[config.mk]
export PLATFORM = sky130hd
export DESIGN_NAME = axi4_reg_slice_flat
export DESIGN_NICKNAME = d
export VERILOG_FILES = /design/src/rtl/axi4_reg_slice_if.sv /design/src/rtl/axi4_reg_slice.sv /design/src/flat_wrapper.sv
export SDC_FILE = /design/constraint.sdc
export NUM_CORES = 1
export LEC_CHECK = 0
export ABC_AREA = 1
export ABC_CLOCK_PERIOD_IN_PS = 13600
export CAP_MARGIN = 20
export CORE_UTILIZATION = 40
export CTS_BUF_LIST = sky130_fd_sc_hd__clkbuf_4 sky130_fd_sc_hd__clkbuf_8
export DETAILED_ROUTE_END_ITERATION = 7
export HOLD_SLACK_MARGIN = 0.02
export PLACE_DENSITY = 0.68
export SYNTH_ARGS = -nofsm -noshare
export SYNTH_HDL_FRONTEND = slang
export SYNTH_SLANG_ARGS = --single-unit
[constraint.sdc]
create_clock -name aclk -period 13.6 [get_ports aclk]
set_input_delay 2.04 -clock aclk [delete_from_list [all_inputs] [get_ports aclk]]
set_output_delay 2.04 -clock aclk [all_outputs]
set_load 0.01 [all_outputs]
[src/rtl/axi4_reg_slice_if.sv]
// Default AXI4 widths and the full AXI4 interface used on both sides of axi4_reg_slice.
package axi4_reg_slice_pkg;
  localparam int DEFAULT_AXI4_DATA_WIDTH = 64;
  localparam int DEFAULT_AXI4_ADDR_WIDTH = 32;
  localparam int DEFAULT_AXI4_ID_WIDTH   = 4;
  localparam int DEFAULT_AXI4_USER_WIDTH = 1;
endpackage

interface axi4_if
  import axi4_reg_slice_pkg::*;
#(
  parameter int DATA_WIDTH = DEFAULT_AXI4_DATA_WIDTH,
  parameter int ADDR_WIDTH = DEFAULT_AXI4_ADDR_WIDTH,
  parameter int ID_WIDTH   = DEFAULT_AXI4_ID_WIDTH,
  parameter int USER_WIDTH = DEFAULT_AXI4_USER_WIDTH
);
  logic                    aclk;
  logic                    aresetn;

  logic [ID_WIDTH-1:0]     awid;
  logic [ADDR_WIDTH-1:0]   awaddr;
  logic [7:0]              awlen;
  logic [2:0]              awsize;
  logic [1:0]              awburst;
  logic                    awlock;
  logic [3:0]              awcache;
  logic [2:0]              awprot;
  logic [3:0]              awqos;
  logic [3:0]              awregion;
  logic [USER_WIDTH-1:0]   awuser;
  logic                    awvalid;
  logic                    awready;

  logic [DATA_WIDTH-1:0]   wdata;
  logic [DATA_WIDTH/8-1:0] wstrb;
  logic                    wlast;
  logic [USER_WIDTH-1:0]   wuser;
  logic                    wvalid;
  logic                    wready;

  logic [ID_WIDTH-1:0]     bid;
  logic [1:0]              bresp;
  logic [USER_WIDTH-1:0]   buser;
  logic                    bvalid;
  logic                    bready;

  logic [ID_WIDTH-1:0]     arid;
  logic [ADDR_WIDTH-1:0]   araddr;
  logic [7:0]              arlen;
  logic [2:0]              arsize;
  logic [1:0]              arburst;
  logic                    arlock;
  logic [3:0]              arcache;
  logic [2:0]              arprot;
  logic [3:0]              arqos;
  logic [3:0]              arregion;
  logic [USER_WIDTH-1:0]   aruser;
  logic                    arvalid;
  logic                    arready;

  logic [ID_WIDTH-1:0]     rid;
  logic [DATA_WIDTH-1:0]   rdata;
  logic [1:0]              rresp;
  logic                    rlast;
  logic [USER_WIDTH-1:0]   ruser;
  logic                    rvalid;
  logic                    rready;

  modport master (
    input  aclk, aresetn,
    output awid, awaddr, awlen, awsize, awburst, awlock, awcache, awprot, awqos, awregion, awuser, awvalid,
    input  awready,
    output wdata, wstrb, wlast, wuser, wvalid,
    input  wready,
    input  bid, bresp, buser, bvalid,
    output bready,
    output arid, araddr, arlen, arsize, arburst, arlock, arcache, arprot, arqos, arregion, aruser, arvalid,
    input  arready,
    input  rid, rdata, rresp, rlast, ruser, rvalid,
    output rready
  );

  modport slave (
    input  aclk, aresetn,
    input  awid, awaddr, awlen, awsize, awburst, awlock, awcache, awprot, awqos, awregion, awuser, awvalid,
    output awready,
    input  wdata, wstrb, wlast, wuser, wvalid,
    output wready,
    output bid, bresp, buser, bvalid,
    input  bready,
    input  arid, araddr, arlen, arsize, arburst, arlock, arcache, arprot, arqos, arregion, aruser, arvalid,
    output arready,
    output rid, rdata, rresp, rlast, ruser, rvalid,
    input  rready
  );
endinterface

[src/rtl/axi4_reg_slice.sv]
// AXI4 register slice with per-channel bypass / forward / full (skid) modes.
// Optional stall counters are built when AXI4_REG_SLICE_STALL_CNT_EN is defined.

// state | meaning (MODE 2 only)
// EMPTY | nothing held, in_ready=1 (0 while in reset), out_valid=0
// ONE   | one beat in main register, in_ready=1, out_valid=1
// FULL  | main and skid registers both held, in_ready=0, out_valid=1
module axi4_reg_slice_chan #(
  parameter int WIDTH = 8,
  parameter int MODE  = 2
) (
  input  logic             clk,
  input  logic             rst,
`ifdef AXI4_REG_SLICE_STALL_CNT_EN
  input  logic             stat_clr,
  output logic [15:0]      stall_cnt,
`endif
  input  logic             in_valid,
  output logic             in_ready,
  input  logic [WIDTH-1:0] in_data,
  output logic             out_valid,
  input  logic             out_ready,
  output logic [WIDTH-1:0] out_data
);
  typedef enum logic [1:0] {EMPTY = 2'd0, ONE = 2'd1, FULL = 2'd2} state_t;

  if (MODE == 0) begin : g_bypass
    logic unused_clk_rst;
    assign unused_clk_rst = &{1'b0, clk, rst};
    assign out_valid = in_valid;
    assign in_ready  = out_ready;
    assign out_data  = in_data;
  end else if (MODE == 1) begin : g_fwd
    logic             vld_q;
    logic [WIDTH-1:0] data_q;
    assign in_ready  = !vld_q || out_ready;
    assign out_valid = vld_q;
    assign out_data  = data_q;
    always_ff @(posedge clk) begin
      if (rst)           vld_q <= 1'b0;
      else if (in_ready) vld_q <= in_valid;
    end
    always_ff @(posedge clk) begin
      if (in_valid && in_ready) data_q <= in_data;
    end
  end else begin : g_full
    state_t           state;
    logic             rdy_q, vld_q, push, pop;
    logic [WIDTH-1:0] main_q, skid_q;
    assign push      = in_valid && rdy_q;
    assign pop       = vld_q && out_ready;
    assign in_ready  = rdy_q;
    assign out_valid = vld_q;
    assign out_data  = main_q;

    always_ff @(posedge clk) begin
      if (rst) begin
        state <= EMPTY;
        rdy_q <= 1'b0;
        vld_q <= 1'b0;
      end else begin
        case (state)
          EMPTY: begin
            rdy_q <= 1'b1;
            if (push) begin
              state <= ONE;
              vld_q <= 1'b1;
            end
          end
          ONE: begin
            if (push && !pop) begin
              state <= FULL;
              rdy_q <= 1'b0;
            end else if (!push && pop) begin
              state <= EMPTY;
              vld_q <= 1'b0;
            end
          end
          FULL: begin
            if (pop) begin
              state <= ONE;
              rdy_q <= 1'b1;
            end
          end
          default: begin
            state <= EMPTY;
            rdy_q <= 1'b0;
            vld_q <= 1'b0;
          end
        endcase
      end
    end

    // A push in FULL cannot happen, so the skid only fills from ONE when the main beat stalls.
    always_ff @(posedge clk) begin
      if (push && (state == EMPTY || pop)) main_q <= in_data;
      else if (state == FULL && pop)       main_q <= skid_q;
      if (push && state == ONE && !pop)    skid_q <= in_data;
    end
  end

`ifdef AXI4_REG_SLICE_STALL_CNT_EN
  always_ff @(posedge clk) begin
    if (rst || stat_clr)
      stall_cnt <= 16'h0000;
    else if (out_valid && !out_ready && stall_cnt != 16'hFFFF)
      stall_cnt <= stall_cnt + 16'd1;
  end
`endif
endmodule

module axi4_reg_slice
  import axi4_reg_slice_pkg::*;
#(
  parameter int DATA_WIDTH = DEFAULT_AXI4_DATA_WIDTH,
  parameter int ADDR_WIDTH = DEFAULT_AXI4_ADDR_WIDTH,
  parameter int ID_WIDTH   = DEFAULT_AXI4_ID_WIDTH,
  parameter int USER_WIDTH = DEFAULT_AXI4_USER_WIDTH,
  parameter int AW_MODE    = 2,
  parameter int W_MODE     = 2,
  parameter int B_MODE     = 2,
  parameter int AR_MODE    = 2,
  parameter int R_MODE     = 2
) (
  input  logic        aclk,
  input  logic        areset,
`ifdef AXI4_REG_SLICE_STALL_CNT_EN
  input  logic        stat_clr,
  output logic [15:0] stall_cnt_aw,
  output logic [15:0] stall_cnt_w,
  output logic [15:0] stall_cnt_b,
  output logic [15:0] stall_cnt_ar,
  output logic [15:0] stall_cnt_r,
`endif
  axi4_if.slave       s_axi,
  axi4_if.master      m_axi
);
  localparam int AX_W = ID_WIDTH + ADDR_WIDTH + 8 + 3 + 2 + 1 + 4 + 3 + 4 + 4 + USER_WIDTH;
  localparam int W_W  = DATA_WIDTH + DATA_WIDTH / 8 + 1 + USER_WIDTH;
  localparam int B_W  = ID_WIDTH + 2 + USER_WIDTH;
  localparam int R_W  = ID_WIDTH + DATA_WIDTH + 2 + 1 + USER_WIDTH;

  logic [AX_W-1:0] aw_in, aw_out, ar_in, ar_out;
  logic [W_W-1:0]  w_in, w_out;
  logic [B_W-1:0]  b_in, b_out;
  logic [R_W-1:0]  r_in, r_out;

  logic unused_if_clk;
  assign unused_if_clk = &{1'b0, s_axi.aclk, s_axi.aresetn, m_axi.aclk, m_axi.aresetn};

  assign aw_in = {s_axi.awid, s_axi.awaddr, s_axi.awlen, s_axi.awsize, s_axi.awburst, s_axi.awlock,
                  s_axi.awcache, s_axi.awprot, s_axi.awqos, s_axi.awregion, s_axi.awuser};
  assign {m_axi.awid, m_axi.awaddr, m_axi.awlen, m_axi.awsize, m_axi.awburst, m_axi.awlock,
          m_axi.awcache, m_axi.awprot, m_axi.awqos, m_axi.awregion, m_axi.awuser} = aw_out;
  assign ar_in = {s_axi.arid, s_axi.araddr, s_axi.arlen, s_axi.arsize, s_axi.arburst, s_axi.arlock,
                  s_axi.arcache, s_axi.arprot, s_axi.arqos, s_axi.arregion, s_axi.aruser};
  assign {m_axi.arid, m_axi.araddr, m_axi.arlen, m_axi.arsize, m_axi.arburst, m_axi.arlock,
          m_axi.arcache, m_axi.arprot, m_axi.arqos, m_axi.arregion, m_axi.aruser} = ar_out;
  assign w_in  = {s_axi.wdata, s_axi.wstrb, s_axi.wlast, s_axi.wuser};
  assign {m_axi.wdata, m_axi.wstrb, m_axi.wlast, m_axi.wuser} = w_out;
  assign b_in  = {m_axi.bid, m_axi.bresp, m_axi.buser};
  assign {s_axi.bid, s_axi.bresp, s_axi.buser} = b_out;
  assign r_in  = {m_axi.rid, m_axi.rdata, m_axi.rresp, m_axi.rlast, m_axi.ruser};
  assign {s_axi.rid, s_axi.rdata, s_axi.rresp, s_axi.rlast, s_axi.ruser} = r_out;

  axi4_reg_slice_chan #(.WIDTH(AX_W), .MODE(AW_MODE)) u_aw (
    .clk(aclk), .rst(areset),
`ifdef AXI4_REG_SLICE_STALL_CNT_EN
    .stat_clr(stat_clr), .stall_cnt(stall_cnt_aw),
`endif
    .in_valid(s_axi.awvalid), .in_ready(s_axi.awready), .in_data(aw_in),
    .out_valid(m_axi.awvalid), .out_ready(m_axi.awready), .out_data(aw_out)
  );

  axi4_reg_slice_chan #(.WIDTH(W_W), .MODE(W_MODE)) u_w (
    .clk(aclk), .rst(areset),
`ifdef AXI4_REG_SLICE_STALL_CNT_EN
    .stat_clr(stat_clr), .stall_cnt(stall_cnt_w),
`endif
    .in_valid(s_axi.wvalid), .in_ready(s_axi.wready), .in_data(w_in),
    .out_valid(m_axi.wvalid), .out_ready(m_axi.wready), .out_data(w_out)
  );

  axi4_reg_slice_chan #(.WIDTH(B_W), .MODE(B_MODE)) u_b (
    .clk(aclk), .rst(areset),
`ifdef AXI4_REG_SLICE_STALL_CNT_EN
    .stat_clr(stat_clr), .stall_cnt(stall_cnt_b),
`endif
    .in_valid(m_axi.bvalid), .in_ready(m_axi.bready), .in_data(b_in),
    .out_valid(s_axi.bvalid), .out_ready(s_axi.bready), .out_data(b_out)
  );

  axi4_reg_slice_chan #(.WIDTH(AX_W), .MODE(AR_MODE)) u_ar (
    .clk(aclk), .rst(areset),
`ifdef AXI4_REG_SLICE_STALL_CNT_EN
    .stat_clr(stat_clr), .stall_cnt(stall_cnt_ar),
`endif
    .in_valid(s_axi.arvalid), .in_ready(s_axi.arready), .in_data(ar_in),
    .out_valid(m_axi.arvalid), .out_ready(m_axi.arready), .out_data(ar_out)
  );

  axi4_reg_slice_chan #(.WIDTH(R_W), .MODE(R_MODE)) u_r (
    .clk(aclk), .rst(areset),
`ifdef AXI4_REG_SLICE_STALL_CNT_EN
    .stat_clr(stat_clr), .stall_cnt(stall_cnt_r),
`endif
    .in_valid(m_axi.rvalid), .in_ready(m_axi.rready), .in_data(r_in),
    .out_valid(s_axi.rvalid), .out_ready(s_axi.rready), .out_data(r_out)
  );
endmodule

[src/flat_wrapper.sv]
// flat-port wrapper written by rule: the top's interface ports become plain ports
module axi4_reg_slice_flat import axi4_reg_slice_pkg::*;
#(
  parameter int DATA_WIDTH = DEFAULT_AXI4_DATA_WIDTH,
  parameter int ADDR_WIDTH = DEFAULT_AXI4_ADDR_WIDTH,
  parameter int ID_WIDTH   = DEFAULT_AXI4_ID_WIDTH,
  parameter int USER_WIDTH = DEFAULT_AXI4_USER_WIDTH,
  parameter int AW_MODE    = 2,
  parameter int W_MODE     = 2,
  parameter int B_MODE     = 2,
  parameter int AR_MODE    = 2,
  parameter int R_MODE     = 2
)
  (aclk, areset, s_axi_aclk, s_axi_aresetn, s_axi_awid, s_axi_awaddr, s_axi_awlen, s_axi_awsize, s_axi_awburst, s_axi_awlock, s_axi_awcache, s_axi_awprot, s_axi_awqos, s_axi_awregion, s_axi_awuser, s_axi_awvalid, s_axi_awready, s_axi_wdata, s_axi_wstrb, s_axi_wlast, s_axi_wuser, s_axi_wvalid, s_axi_wready, s_axi_bid, s_axi_bresp, s_axi_buser, s_axi_bvalid, s_axi_bready, s_axi_arid, s_axi_araddr, s_axi_arlen, s_axi_arsize, s_axi_arburst, s_axi_arlock, s_axi_arcache, s_axi_arprot, s_axi_arqos, s_axi_arregion, s_axi_aruser, s_axi_arvalid, s_axi_arready, s_axi_rid, s_axi_rdata, s_axi_rresp, s_axi_rlast, s_axi_ruser, s_axi_rvalid, s_axi_rready, m_axi_aclk, m_axi_aresetn, m_axi_awid, m_axi_awaddr, m_axi_awlen, m_axi_awsize, m_axi_awburst, m_axi_awlock, m_axi_awcache, m_axi_awprot, m_axi_awqos, m_axi_awregion, m_axi_awuser, m_axi_awvalid, m_axi_awready, m_axi_wdata, m_axi_wstrb, m_axi_wlast, m_axi_wuser, m_axi_wvalid, m_axi_wready, m_axi_bid, m_axi_bresp, m_axi_buser, m_axi_bvalid, m_axi_bready, m_axi_arid, m_axi_araddr, m_axi_arlen, m_axi_arsize, m_axi_arburst, m_axi_arlock, m_axi_arcache, m_axi_arprot, m_axi_arqos, m_axi_arregion, m_axi_aruser, m_axi_arvalid, m_axi_arready, m_axi_rid, m_axi_rdata, m_axi_rresp, m_axi_rlast, m_axi_ruser, m_axi_rvalid, m_axi_rready);
  axi4_if #(.DATA_WIDTH(DATA_WIDTH), .ADDR_WIDTH(ADDR_WIDTH), .ID_WIDTH(ID_WIDTH), .USER_WIDTH(USER_WIDTH)) s_axi_i ();
  axi4_if #(.DATA_WIDTH(DATA_WIDTH), .ADDR_WIDTH(ADDR_WIDTH), .ID_WIDTH(ID_WIDTH), .USER_WIDTH(USER_WIDTH)) m_axi_i ();
  input  logic aclk;
  input  logic areset;
  input wire logic [$bits(s_axi_i.aclk)-1:0] s_axi_aclk;
  input wire logic [$bits(s_axi_i.aresetn)-1:0] s_axi_aresetn;
  input wire logic [$bits(s_axi_i.awid)-1:0] s_axi_awid;
  input wire logic [$bits(s_axi_i.awaddr)-1:0] s_axi_awaddr;
  input wire logic [$bits(s_axi_i.awlen)-1:0] s_axi_awlen;
  input wire logic [$bits(s_axi_i.awsize)-1:0] s_axi_awsize;
  input wire logic [$bits(s_axi_i.awburst)-1:0] s_axi_awburst;
  input wire logic [$bits(s_axi_i.awlock)-1:0] s_axi_awlock;
  input wire logic [$bits(s_axi_i.awcache)-1:0] s_axi_awcache;
  input wire logic [$bits(s_axi_i.awprot)-1:0] s_axi_awprot;
  input wire logic [$bits(s_axi_i.awqos)-1:0] s_axi_awqos;
  input wire logic [$bits(s_axi_i.awregion)-1:0] s_axi_awregion;
  input wire logic [$bits(s_axi_i.awuser)-1:0] s_axi_awuser;
  input wire logic [$bits(s_axi_i.awvalid)-1:0] s_axi_awvalid;
  output wire logic [$bits(s_axi_i.awready)-1:0] s_axi_awready;
  input wire logic [$bits(s_axi_i.wdata)-1:0] s_axi_wdata;
  input wire logic [$bits(s_axi_i.wstrb)-1:0] s_axi_wstrb;
  input wire logic [$bits(s_axi_i.wlast)-1:0] s_axi_wlast;
  input wire logic [$bits(s_axi_i.wuser)-1:0] s_axi_wuser;
  input wire logic [$bits(s_axi_i.wvalid)-1:0] s_axi_wvalid;
  output wire logic [$bits(s_axi_i.wready)-1:0] s_axi_wready;
  output wire logic [$bits(s_axi_i.bid)-1:0] s_axi_bid;
  output wire logic [$bits(s_axi_i.bresp)-1:0] s_axi_bresp;
  output wire logic [$bits(s_axi_i.buser)-1:0] s_axi_buser;
  output wire logic [$bits(s_axi_i.bvalid)-1:0] s_axi_bvalid;
  input wire logic [$bits(s_axi_i.bready)-1:0] s_axi_bready;
  input wire logic [$bits(s_axi_i.arid)-1:0] s_axi_arid;
  input wire logic [$bits(s_axi_i.araddr)-1:0] s_axi_araddr;
  input wire logic [$bits(s_axi_i.arlen)-1:0] s_axi_arlen;
  input wire logic [$bits(s_axi_i.arsize)-1:0] s_axi_arsize;
  input wire logic [$bits(s_axi_i.arburst)-1:0] s_axi_arburst;
  input wire logic [$bits(s_axi_i.arlock)-1:0] s_axi_arlock;
  input wire logic [$bits(s_axi_i.arcache)-1:0] s_axi_arcache;
  input wire logic [$bits(s_axi_i.arprot)-1:0] s_axi_arprot;
  input wire logic [$bits(s_axi_i.arqos)-1:0] s_axi_arqos;
  input wire logic [$bits(s_axi_i.arregion)-1:0] s_axi_arregion;
  input wire logic [$bits(s_axi_i.aruser)-1:0] s_axi_aruser;
  input wire logic [$bits(s_axi_i.arvalid)-1:0] s_axi_arvalid;
  output wire logic [$bits(s_axi_i.arready)-1:0] s_axi_arready;
  output wire logic [$bits(s_axi_i.rid)-1:0] s_axi_rid;
  output wire logic [$bits(s_axi_i.rdata)-1:0] s_axi_rdata;
  output wire logic [$bits(s_axi_i.rresp)-1:0] s_axi_rresp;
  output wire logic [$bits(s_axi_i.rlast)-1:0] s_axi_rlast;
  output wire logic [$bits(s_axi_i.ruser)-1:0] s_axi_ruser;
  output wire logic [$bits(s_axi_i.rvalid)-1:0] s_axi_rvalid;
  input wire logic [$bits(s_axi_i.rready)-1:0] s_axi_rready;
  input wire logic [$bits(m_axi_i.aclk)-1:0] m_axi_aclk;
  input wire logic [$bits(m_axi_i.aresetn)-1:0] m_axi_aresetn;
  output wire logic [$bits(m_axi_i.awid)-1:0] m_axi_awid;
  output wire logic [$bits(m_axi_i.awaddr)-1:0] m_axi_awaddr;
  output wire logic [$bits(m_axi_i.awlen)-1:0] m_axi_awlen;
  output wire logic [$bits(m_axi_i.awsize)-1:0] m_axi_awsize;
  output wire logic [$bits(m_axi_i.awburst)-1:0] m_axi_awburst;
  output wire logic [$bits(m_axi_i.awlock)-1:0] m_axi_awlock;
  output wire logic [$bits(m_axi_i.awcache)-1:0] m_axi_awcache;
  output wire logic [$bits(m_axi_i.awprot)-1:0] m_axi_awprot;
  output wire logic [$bits(m_axi_i.awqos)-1:0] m_axi_awqos;
  output wire logic [$bits(m_axi_i.awregion)-1:0] m_axi_awregion;
  output wire logic [$bits(m_axi_i.awuser)-1:0] m_axi_awuser;
  output wire logic [$bits(m_axi_i.awvalid)-1:0] m_axi_awvalid;
  input wire logic [$bits(m_axi_i.awready)-1:0] m_axi_awready;
  output wire logic [$bits(m_axi_i.wdata)-1:0] m_axi_wdata;
  output wire logic [$bits(m_axi_i.wstrb)-1:0] m_axi_wstrb;
  output wire logic [$bits(m_axi_i.wlast)-1:0] m_axi_wlast;
  output wire logic [$bits(m_axi_i.wuser)-1:0] m_axi_wuser;
  output wire logic [$bits(m_axi_i.wvalid)-1:0] m_axi_wvalid;
  input wire logic [$bits(m_axi_i.wready)-1:0] m_axi_wready;
  input wire logic [$bits(m_axi_i.bid)-1:0] m_axi_bid;
  input wire logic [$bits(m_axi_i.bresp)-1:0] m_axi_bresp;
  input wire logic [$bits(m_axi_i.buser)-1:0] m_axi_buser;
  input wire logic [$bits(m_axi_i.bvalid)-1:0] m_axi_bvalid;
  output wire logic [$bits(m_axi_i.bready)-1:0] m_axi_bready;
  output wire logic [$bits(m_axi_i.arid)-1:0] m_axi_arid;
  output wire logic [$bits(m_axi_i.araddr)-1:0] m_axi_araddr;
  output wire logic [$bits(m_axi_i.arlen)-1:0] m_axi_arlen;
  output wire logic [$bits(m_axi_i.arsize)-1:0] m_axi_arsize;
  output wire logic [$bits(m_axi_i.arburst)-1:0] m_axi_arburst;
  output wire logic [$bits(m_axi_i.arlock)-1:0] m_axi_arlock;
  output wire logic [$bits(m_axi_i.arcache)-1:0] m_axi_arcache;
  output wire logic [$bits(m_axi_i.arprot)-1:0] m_axi_arprot;
  output wire logic [$bits(m_axi_i.arqos)-1:0] m_axi_arqos;
  output wire logic [$bits(m_axi_i.arregion)-1:0] m_axi_arregion;
  output wire logic [$bits(m_axi_i.aruser)-1:0] m_axi_aruser;
  output wire logic [$bits(m_axi_i.arvalid)-1:0] m_axi_arvalid;
  input wire logic [$bits(m_axi_i.arready)-1:0] m_axi_arready;
  input wire logic [$bits(m_axi_i.rid)-1:0] m_axi_rid;
  input wire logic [$bits(m_axi_i.rdata)-1:0] m_axi_rdata;
  input wire logic [$bits(m_axi_i.rresp)-1:0] m_axi_rresp;
  input wire logic [$bits(m_axi_i.rlast)-1:0] m_axi_rlast;
  input wire logic [$bits(m_axi_i.ruser)-1:0] m_axi_ruser;
  input wire logic [$bits(m_axi_i.rvalid)-1:0] m_axi_rvalid;
  output wire logic [$bits(m_axi_i.rready)-1:0] m_axi_rready;
  assign s_axi_i.aclk = s_axi_aclk;
  assign s_axi_i.aresetn = s_axi_aresetn;
  assign s_axi_i.awid = s_axi_awid;
  assign s_axi_i.awaddr = s_axi_awaddr;
  assign s_axi_i.awlen = s_axi_awlen;
  assign s_axi_i.awsize = s_axi_awsize;
  assign s_axi_i.awburst = s_axi_awburst;
  assign s_axi_i.awlock = s_axi_awlock;
  assign s_axi_i.awcache = s_axi_awcache;
  assign s_axi_i.awprot = s_axi_awprot;
  assign s_axi_i.awqos = s_axi_awqos;
  assign s_axi_i.awregion = s_axi_awregion;
  assign s_axi_i.awuser = s_axi_awuser;
  assign s_axi_i.awvalid = s_axi_awvalid;
  assign s_axi_awready = s_axi_i.awready;
  assign s_axi_i.wdata = s_axi_wdata;
  assign s_axi_i.wstrb = s_axi_wstrb;
  assign s_axi_i.wlast = s_axi_wlast;
  assign s_axi_i.wuser = s_axi_wuser;
  assign s_axi_i.wvalid = s_axi_wvalid;
  assign s_axi_wready = s_axi_i.wready;
  assign s_axi_bid = s_axi_i.bid;
  assign s_axi_bresp = s_axi_i.bresp;
  assign s_axi_buser = s_axi_i.buser;
  assign s_axi_bvalid = s_axi_i.bvalid;
  assign s_axi_i.bready = s_axi_bready;
  assign s_axi_i.arid = s_axi_arid;
  assign s_axi_i.araddr = s_axi_araddr;
  assign s_axi_i.arlen = s_axi_arlen;
  assign s_axi_i.arsize = s_axi_arsize;
  assign s_axi_i.arburst = s_axi_arburst;
  assign s_axi_i.arlock = s_axi_arlock;
  assign s_axi_i.arcache = s_axi_arcache;
  assign s_axi_i.arprot = s_axi_arprot;
  assign s_axi_i.arqos = s_axi_arqos;
  assign s_axi_i.arregion = s_axi_arregion;
  assign s_axi_i.aruser = s_axi_aruser;
  assign s_axi_i.arvalid = s_axi_arvalid;
  assign s_axi_arready = s_axi_i.arready;
  assign s_axi_rid = s_axi_i.rid;
  assign s_axi_rdata = s_axi_i.rdata;
  assign s_axi_rresp = s_axi_i.rresp;
  assign s_axi_rlast = s_axi_i.rlast;
  assign s_axi_ruser = s_axi_i.ruser;
  assign s_axi_rvalid = s_axi_i.rvalid;
  assign s_axi_i.rready = s_axi_rready;
  assign m_axi_i.aclk = m_axi_aclk;
  assign m_axi_i.aresetn = m_axi_aresetn;
  assign m_axi_awid = m_axi_i.awid;
  assign m_axi_awaddr = m_axi_i.awaddr;
  assign m_axi_awlen = m_axi_i.awlen;
  assign m_axi_awsize = m_axi_i.awsize;
  assign m_axi_awburst = m_axi_i.awburst;
  assign m_axi_awlock = m_axi_i.awlock;
  assign m_axi_awcache = m_axi_i.awcache;
  assign m_axi_awprot = m_axi_i.awprot;
  assign m_axi_awqos = m_axi_i.awqos;
  assign m_axi_awregion = m_axi_i.awregion;
  assign m_axi_awuser = m_axi_i.awuser;
  assign m_axi_awvalid = m_axi_i.awvalid;
  assign m_axi_i.awready = m_axi_awready;
  assign m_axi_wdata = m_axi_i.wdata;
  assign m_axi_wstrb = m_axi_i.wstrb;
  assign m_axi_wlast = m_axi_i.wlast;
  assign m_axi_wuser = m_axi_i.wuser;
  assign m_axi_wvalid = m_axi_i.wvalid;
  assign m_axi_i.wready = m_axi_wready;
  assign m_axi_i.bid = m_axi_bid;
  assign m_axi_i.bresp = m_axi_bresp;
  assign m_axi_i.buser = m_axi_buser;
  assign m_axi_i.bvalid = m_axi_bvalid;
  assign m_axi_bready = m_axi_i.bready;
  assign m_axi_arid = m_axi_i.arid;
  assign m_axi_araddr = m_axi_i.araddr;
  assign m_axi_arlen = m_axi_i.arlen;
  assign m_axi_arsize = m_axi_i.arsize;
  assign m_axi_arburst = m_axi_i.arburst;
  assign m_axi_arlock = m_axi_i.arlock;
  assign m_axi_arcache = m_axi_i.arcache;
  assign m_axi_arprot = m_axi_i.arprot;
  assign m_axi_arqos = m_axi_i.arqos;
  assign m_axi_arregion = m_axi_i.arregion;
  assign m_axi_aruser = m_axi_i.aruser;
  assign m_axi_arvalid = m_axi_i.arvalid;
  assign m_axi_i.arready = m_axi_arready;
  assign m_axi_i.rid = m_axi_rid;
  assign m_axi_i.rdata = m_axi_rdata;
  assign m_axi_i.rresp = m_axi_rresp;
  assign m_axi_i.rlast = m_axi_rlast;
  assign m_axi_i.ruser = m_axi_ruser;
  assign m_axi_i.rvalid = m_axi_rvalid;
  assign m_axi_rready = m_axi_i.rready;
  axi4_reg_slice #(.DATA_WIDTH(DATA_WIDTH), .ADDR_WIDTH(ADDR_WIDTH), .ID_WIDTH(ID_WIDTH), .USER_WIDTH(USER_WIDTH), .AW_MODE(AW_MODE), .W_MODE(W_MODE), .B_MODE(B_MODE), .AR_MODE(AR_MODE), .R_MODE(R_MODE)) u_core (.aclk(aclk), .areset(areset), .s_axi(s_axi_i), .m_axi(m_axi_i));
endmodule
==> metrics <==
element type at the critical path start primary input; Tightest Pin Transition 1.02 ns; slowest CP cell buf_4; site row count 86; main combinational cell family by area after synthesis simple AND/OR/NAND/NOR gates; clock tree from TritonCTS built; total via count in the routed design 15400; slew margin rel. 31.9%; kind of critical path primary input to register; number of standard cells after synthesis 1720; highest clock rate 0.216 GHz; final non-filler cell total 3165; starting density of the core between 40% and 50%; mean instance size in the synthesized netlist 13.1 um2; overall track demand over capacity in global routing 20.3%; Data arrival, critical path 4.90 ns; boundary pin count roughly 600; pwr dens 155 mW/mm2; largest net degree at the start of global routing 76; type of destination of the critical path register; cell taking the most area after synthesis edfxtp_1; total setup violations reported at the end of the flow 0; area taken by flip-flops and latches between 0.015 and 0.02 mm2; Iteration-0 DRC Markers 958; Sinks on Clock Net 590; post-layout net count 2647; Global Route met2 Usage 33.9%; RSZ-0062 raised after global routing no; maximum fanout count along the critical path 64; total die area 0.0572 mm2; Seq cells post-synth 590; final slew viol count 0; Root Driver clkbuf_8; fraction of the mapped netlist area in adder cells 0.278%; share of the synthesized area in compound gates (AO/OA/AOI/OAI) 0.873%; design area 0.0308 mm2; parity-gate share of the synthesized area counting xor and xnor cells 0%; Critical path origin s_axi_wvalid; clk buf depth 3; total gr overflow 0; synth unique cells 22; horizontal die dimension 239 um; Post-CTS Setup Repair Bufs 0; count of cells resized by post-cts repair 0; vias in the first global route 15400; Setup Total Neg Slack 0 ns; final critical-path share of the clock period 34.1%; number of detailed-route iterations in the first pass 5; M1 GR Usage about a quarter; number of max-cap violations 0; setup skew after layout ~0.024 ns; largest voltage drop on the vdd net 110 uV; via count normalized by instance count slightly below 5; antenna violations before repair 7; fraction of final layout cells sized beyond drive strength 1 8.55%; placeable core region 0.0553 mm2; number of CTS-inserted buffers 98; Clock Pin Slew Worst Setup and Hold Paths 0.06 ns; leakage power summed over all cells 11.7 nW; Antenna Nets Post-Route 0; dpl cells 2989; multi-input combinational cell area 0.00435 mm2; number of filler cells placed in the layout 4649; Cell Area, Synth 0.0225 mm2; clock insertion delay at the later pin of the skew report 0.66 ns; first-pass GRT wire length 88900 um; startpoint of the lowest-slack register-to-register path u_core.u_w.in_ready; depth of the worst register-to-register path 6; critical path cell sequence clkdlybuf4s50_1 -> nand2_1 -> inv_2 -> buf_4 -> o21ai_1 -> inv_2 -> buf_4; required time of the worst setup path 13.87 ns; top area cells in the synthesized netlist edfxtp_1 (76%), nand2_1 (10%), nand3_1 (6.5%); instance area at placement between 0.02 and 0.03 mm2; min cycle time layout 4.63 ns; global-route layer with the greatest usage met2; Worst R2R Setup Slack 10.42 ns; Routed WL 59800 um; number of hold-slack violations in the final timing report 0; post-detailed-route wirelength per cell approximately 19 um; run status finished clean; Hold Crit Class register to register; area growth from synthesis to layout 37.0%; weighted congestion at the end of routability-driven global placement 0.833; sequential area share after synthesis approximately 80%; area share of the largest cell type after synthesis approximately three quarters; CP max stage delay 0.64 ns; met3 Usage GRT 6.66%; number of buffer cells added on primary ports 591; net count of the mapped netlist between 2000 and 2500; basic-gate share of the synthesized area counting and, or, nand and nor cells 18.0%; Setup crit end u_core.u_w.out_data[70]; hpwl dp 38500 um; number of buffers inserted by hold repair at cts 0; Die Y-Extent 239 um; proportion of synthesized area in mux cells 0%; terminus of the critical flop-to-flop path u_core.u_w.out_data[70]; H-tree level count 3; number of remaining DRC errors 0; Ys Warns 0
[logic make-up (layout without fill, tap and decap cells)]
group	Yosys count	after routing
buffers and inverters	120	810
adder cells (fa/ha/maj)	5	5
other	0	7
AO/OA/AOI/OAI	37	37
flip-flops	590	590
AND/OR/NAND/NOR	968	968
[stage by stage]
stage,utilization [%],total power (W),hold WS (ns),worst slack [ns]
finish,55.7,0.00477,0.478,8.97
global route,55.7,0.00499,0.497,8.78
CTS,55.7,0.00483,0.481,8.96
detailed placement,52.4,0.00334,0.472,8.25
global placement,52.4,0.00332,0.469,8.25
floorplan,-,0.00286,0.481,7.01
[layout make-up]
class	instances	share of cell area [%]
Sequential cell	590	56.8
Antenna cell	7	0.0568
Clock buffer	139	5.43
Clock inverter	30	0.495
Multi-Input combinational cell	1010	14.1
Inverter	29	0.353
Timing Repair Buffer	612	19.7
Tap cell	748	3.04
[synthesized netlist by cell type]
| master | count |
|---|---|
| clkbuf_1 | 20 |
| buf_2 | 39 |
| inv_2 | 7 |
| buf_1 | 4 |
| buf_4 | 11 |
| buf_12 | 1 |
| a21oi_1 | 22 |
| o21ai_0 | 13 |
| dfxtp_1 | 20 |
| buf_6 | 16 |
| nor3_1 | 1 |
| nand4_1 | 1 |
| nor2_1 | 32 |
| nand2_1 | 623 |
| nand2_2 | 17 |
| edfxtp_1 | 570 |
| o21ai_1 | 1 |
| nand3_1 | 294 |
| inv_1 | 21 |
| ha_1 | 5 |
| clkinv_1 | 1 |
| a21oi_4 | 1 |
[layer usage]
metal	vias up	routed length, um
li1	7308	-
met5	-	19
met2	580	29900
met3	85	5120
met4	2	1450
met1	7436	23300
[placed cells by master, fill, tap and decap left out, drive strengths merged]
master	count
clkinv	27
dfxtp	20
edfxtp	570
nor3	1
clkbuf	139
nor2	32
nand2	640
inv	29
ha	5
buf	21
clkdlybuf4s50	591
o21ai	14
a21oi	23
diode	7
nand3	294
nand4	1
clkinvlp	3
[state kept, by name, indices dropped and copies added, names as in the netlist, 2 cells and up]
register                   flops
u_core.u_b.g_full.skid_q       7
u_core.u_r.out_data           72
u_core.u_ar.g_full.skid_q     66
u_core.u_w.out_data           74
u_core.u_ar.out_data          66
u_core.u_w.g_full.state        2
u_core.u_aw.g_full.state       2
u_core.u_ar.g_full.state       2
u_core.u_b.out_data            7
u_core.u_aw.out_data          66
u_core.u_r.g_full.skid_q      72
u_core.u_r.g_full.state        2
u_core.u_aw.g_full.skid_q     66
u_core.u_b.g_full.state        2
u_core.u_w.g_full.skid_q      74
[critical path, delay by kind of cell]
kind	cells	cell delay, ns
compound gates	1	0.18
simple gates	1	0.10
buf+inv	5	2.52
[power by group]
part           total [W]  leakage (nW)  internal [W]  switching (W)
Clock            0.00147         0.961      0.000788       0.000685
Sequential       0.00232          5.39       0.00226      0.0000559
Combinational   0.000981          5.31      0.000395       0.000586
Total            0.00477          11.7       0.00345        0.00133
[worst min-delay path by stage]
stage / cells after the start / startpoint / to / slack, ns
after floorplan: 1 / u_core.u_w.g_full.state[0] / u_core.u_w.g_full.state[0] / 0.48
after global placement: 2 / u_core.u_ar.in_ready / u_core.u_ar.in_ready / 0.47
after detailed placement: 2 / u_core.u_ar.in_ready / u_core.u_ar.in_ready / 0.47
after CTS: 2 / u_core.u_ar.in_ready / u_core.u_ar.in_ready / 0.48
after global routing: 2 / u_core.u_ar.in_ready / u_core.u_ar.in_ready / 0.50
final: 2 / u_core.u_r.in_ready / u_core.u_r.in_ready / 0.48
Power figures use the tool's default switching activity.
